===== config.mk =====
export PLATFORM = sky130hd
export DESIGN_NAME = fpa_controller
export DESIGN_NICKNAME = d
export VERILOG_FILES = /design/src/rtl/fpa_controller.sv
export SDC_FILE = /design/constraint.sdc
export NUM_CORES = 1
export LEC_CHECK = 0
export BUFFER_PORTS_ARGS = -buffer_cell sky130_fd_sc_hd__clkbuf_2
export CAP_MARGIN = 10
export CORE_MARGIN = 3
export CORE_UTILIZATION = 35
export DETAILED_ROUTE_END_ITERATION = 7
export SYNTH_ARGS = -nofsm -noshare
export SYNTH_HDL_FRONTEND = slang
export SYNTH_SLANG_ARGS = --single-unit

===== constraint.sdc =====
create_clock -name clk -period 2.68 [get_ports clk]
set_clock_uncertainty 0.15 [all_clocks]
set_input_delay 0.536 -clock clk [delete_from_list [all_inputs] [get_ports clk]]
set_output_delay 0.536 -clock clk [all_outputs]
set_load 0.02 [all_outputs]

===== src/rtl/fpa_controller.sv =====
// Sequencing FSM for the 8-bit (1/4/3) floating-point adder datapath.
// Drives register enables and reports done, zero and an error code.
module fpa_controller #(
    parameter int MANT_W     = 5,
    parameter int MAX_SHIFTS = 4,
    parameter int CNT_W      = 3
) (
    input  logic              clk,
    input  logic              clr,
    input  logic              start,
    input  logic              add_except,
    input  logic              norm_except,
    input  logic [MANT_W-1:0] mant,
    output logic              load_en,
    output logic              add_en,
    output logic              norm_en,
    output logic              norm_load,
    output logic              shift_right,
    output logic              done_en,
    output logic              busy,
    output logic              done,
    output logic              zero,
    output logic [1:0]        err_code
);

    typedef enum logic [3:0] {
        S_IDLE, S_LOAD, S_ADD, S_ACHK, S_NLOAD,
        S_NCHK, S_NSHR, S_NSHL, S_FIN, S_EXC
    } state_t;

    state_t             state, next_state;
    logic [CNT_W-1:0]   shift_cnt;
    logic [1:0]         exc_code, next_code;
    logic               shift_needed;

    // Any non-zero mantissa outside 01xxx still needs a shift.
    assign shift_needed = mant[MANT_W-1] || !mant[MANT_W-2];

    always_ff @(posedge clk or negedge clr) begin
        if (!clr) state <= S_IDLE;
        else      state <= next_state;
    end

    always_comb begin
        next_state = state;
        next_code  = exc_code;
        case (state)
            S_IDLE:  if (start) next_state = S_LOAD;
            S_LOAD:  next_state = S_ADD;
            S_ADD:   next_state = S_ACHK;
            S_ACHK: begin
                if (add_except) begin
                    next_state = S_EXC;
                    next_code  = 2'b01;
                end else begin
                    next_state = S_NLOAD;
                end
            end
            S_NLOAD: next_state = S_NCHK;
            S_NCHK: begin
                if (norm_except) begin
                    next_state = S_EXC;
                    next_code  = 2'b10;
                end else if (mant == '0) begin
                    next_state = S_FIN;
                end else if (shift_needed && shift_cnt == CNT_W'(MAX_SHIFTS)) begin
                    next_state = S_EXC;
                    next_code  = 2'b11;
                end else if (mant[MANT_W-1]) begin
                    next_state = S_NSHR;
                end else if (mant[MANT_W-2]) begin
                    next_state = S_FIN;
                end else begin
                    next_state = S_NSHL;
                end
            end
            S_NSHR:  next_state = S_NCHK;
            S_NSHL:  next_state = S_NCHK;
            S_FIN:   next_state = S_IDLE;
            S_EXC:   next_state = S_IDLE;
            default: next_state = S_IDLE;
        endcase
    end

    always_comb begin
        load_en     = 1'b0;
        add_en      = 1'b0;
        norm_en     = 1'b0;
        norm_load   = 1'b0;
        shift_right = 1'b0;
        done_en     = 1'b0;
        busy        = (state != S_IDLE);
        case (state)
            S_LOAD:  load_en = 1'b1;
            S_ADD:   add_en  = 1'b1;
            S_NLOAD: begin
                norm_en   = 1'b1;
                norm_load = 1'b1;
            end
            S_NSHR: begin
                norm_en     = 1'b1;
                shift_right = 1'b1;
            end
            S_NSHL:  norm_en = 1'b1;
            S_FIN:   done_en = 1'b1;
            default: ;
        endcase
    end

    // Status outputs are registered; zero and err_code persist until the next accepted start.
    always_ff @(posedge clk or negedge clr) begin
        if (!clr) begin
            shift_cnt <= '0;
            exc_code  <= 2'b00;
            done      <= 1'b0;
            zero      <= 1'b0;
            err_code  <= 2'b00;
        end else begin
            exc_code <= next_code;
            done     <= (state == S_FIN) || (state == S_EXC);
            if (state == S_NLOAD)
                shift_cnt <= '0;
            else if (state == S_NSHR || state == S_NSHL)
                shift_cnt <= shift_cnt + CNT_W'(1);
            if (state == S_IDLE && start) begin
                zero     <= 1'b0;
                err_code <= 2'b00;
            end
            if (state == S_NCHK && !norm_except && mant == '0)
                zero <= 1'b1;
            if (state == S_EXC)
                err_code <= exc_code;
        end
    end

endmodule

==> out/metrics.csv <==
metric,value,unit
outcome,finished clean,
Finished Layout Cells,142,
crit end category,output pin,
Crit Path Max Fanout,15,
"buffers from clock root to sink, at most",2,
Die Width,54.8,um
setup ws final,0.411,ns
worst skew pair latency,0.28,ns
Power Dens Cells,1020,nW/um^2
Final Max Slew Viols,0,
first-iteration detailed-routing DRC count,29,
Async SR Flop Fraction,100,%
initial core utilization,37.3,%
Tcrit/Tclk final,84.7,%
Hold Fails Final Rpt,0,
post-cts resize count,0,
Die ar.,3000,sq um
fin area,983,sq um
buffers added on ports,20,
Final Net Count,127,
slew of the pin with the lowest slew margin,0.394,ns
register clock-pin slew on the reported worst setup and hold paths,0.09,ns
startpoint types,flop,
Final setup viols,0,
register bit count reported by yosys,13,
Mapped Cells,92,
main flop type after synthesis,dfrtp_1,
RSZ-0062 raised after global routing,no,
total wire length,1.93,mm
placed instance count,137,
Ant. Diodes,0,
synthesized area per cell,9.06,sq um
Max IR drop VDD,0.524,mV
Post-Syn Nets,104,
WP data required,1.99,ns
pre-CTS WS,0.730,ns
routed len/inst,13.6,um
grt ovf,0,
number of global-route vias before repair,685,
Pre-antenna DRT Iters,4,
Fin Hold WS,0.379,ns
"commonest non-fill, non-tap cell in the layout",clkbuf_2,
area grow syn2layout,18.0,%
Layout fillers,239,
synth warn,0,
Crit Path Category,flop to output pin,
Slew HR,73.8,%
TNS Setup,0,ns
GP Congestion,0.785,
Netlist cell types,34,
"Seq/Total Area, Yosys",39.0,%
antenna violations before repair,0,
GRT Overall Usage,14.7,%
share of post-route cells with drive strength above 1,26.3,%
chip height,54.8,um
CTS sink count,13,
P_leak,0.000452,uW
via/cell ratio,5.35,
Post-DP Area,947,sq um
total I/O pin count,21,
Mapped Area,833,sq um
hpwl dp,1.51,mm
cts bufs inserted,3,
DRC Markers,0,
Max Clk Rate,441,MHz
Post-CTS Setup Repair Bufs,0,
clock root buffer,clkbuf_4,
Hold Crit Class,input port to flop,
Critical Path AT,1.58,ns
# rows,17,
number of flops mapped to enable cells by yosys,0,
CTS HTree Levels,1,
post-route minimum period,2.27,ns
max_cap viols,0,
largest net degree at the start of global routing,16,
first-pass GRT wire length,3.06,mm
Vias,759,
Final ANT Viol Nets,0,
most frequent cells in the layout,"clkbuf_2, dfrtp_1, inv_1, o21ai_0, nor2_1",
core area,2230,sq um
CTS tree,built,
==> path summary, 6_finish.rpt <==
path / start / end / slack [ns] / cells past startpoint
max in group asynchronous: clr / shift_cnt[1]$_DFFE_PN0P_ / 1.60 / 2
min in group asynchronous: clr / state[1]$_DFFE_PN0P_ / 0.52 / 2
worst min-delay path: norm_except / exc_code[0]$_DFFE_PN0P_ / 0.38 / 2
worst max register to register: shift_cnt[0]$_DFFE_PN0P_ / state[0]$_DFFE_PN0P_ / 1.05 / 5
worst min register to register: shift_cnt[0]$_DFFE_PN0P_ / shift_cnt[0]$_DFFE_PN0P_ / 0.39 / 1
worst max-delay path: state[1]$_DFFE_PN0P_ / shift_right / 0.41 / 4
==> power by group <==
part           internal [uW]  switching (uW)  total [uW]
logic                    208             289         497
clock network           57.8            69.5         127
registers                266             118         383
total                    532             476        1010
==> repair_timing <==
item	4_1_cts	5_1_grt
hold buffers	1	0
setup endpoints to repair	0	0
endpoints found under the hold margin	8	0
==> metal layers <==
layer / global-route usage, % / vias up / part of all wire, %
met5: 0 / - / 0
met4: 8.71 / 0 / 2.8
met3: 3.54 / 6 / 5.2
met2: 21.5 / 26 / 47
met1: 19.3 / 349 / 45
li1: - / 378 / -
==> through the flow <==
step                total power [uW]  utilization, %
finish                          1010            44.0
detailed placement               888            42.4
CTS                             1020            44.0
global route                    1100            44.0
floorplan                        752               -
global placement                 874            42.4
==> kinds of logic (layout without fill, tap and decap cells) <==
family	after synthesis	after routing	share of synthesized area, %
AOI/OAI and AO/OA	28	28	23.9
buffers and inverters	12	34	6.61
and+or+nand+nor	37	37	27.5
adders and majority gates	2	2	3.00
DFF	13	13	39.0
==> cell usage after synthesis, types with 2 or more instances <==
cell type	number	area, sq um
nand2_1	2	7.51
or2_2	2	12.5
inv_1	9	33.8
and3b_1	2	17.5
o22ai_1	3	18.8
o2bb2ai_1	2	17.5
o21ai_0	9	45.0
dfrtp_1	13	325
a221oi_1	2	17.5
buf_2	2	10.0
nor2_1	8	30.0
nor2b_1	4	25.0
a21oi_1	4	20.0
and2_1	2	12.5
nand2b_1	4	25.0
and3_1	2	12.5
ha_1	2	25.0
nor3_1	4	20.0
==> registers in the layout, summed over array words and instances (netlist names) <==
| name | flops |
|---|---|
| state | 4 |
| err_code | 2 |
| shift_cnt | 3 |
| exc_code | 2 |
| zero | 1 |
| done | 1 |
==> critical path, cell delays in order (launching register included) <==
cell	delay, ns
dfrtp_1	0.59
inv_1	0.11
or2_2	0.33
nor2_1	0.10
clkbuf_2	0.18
==> final cells by class <==
cell class	count	area (sq um)	area share [%]
repair buffers	21	110	11.2
clock buffers	4	26.3	2.67
flip-flops and latches	13	325	33.1
multi-input cells	67	453	46.1
well taps	28	35.0	3.56
inverters	9	33.8	3.44
(Power assumes the default switching activity.)
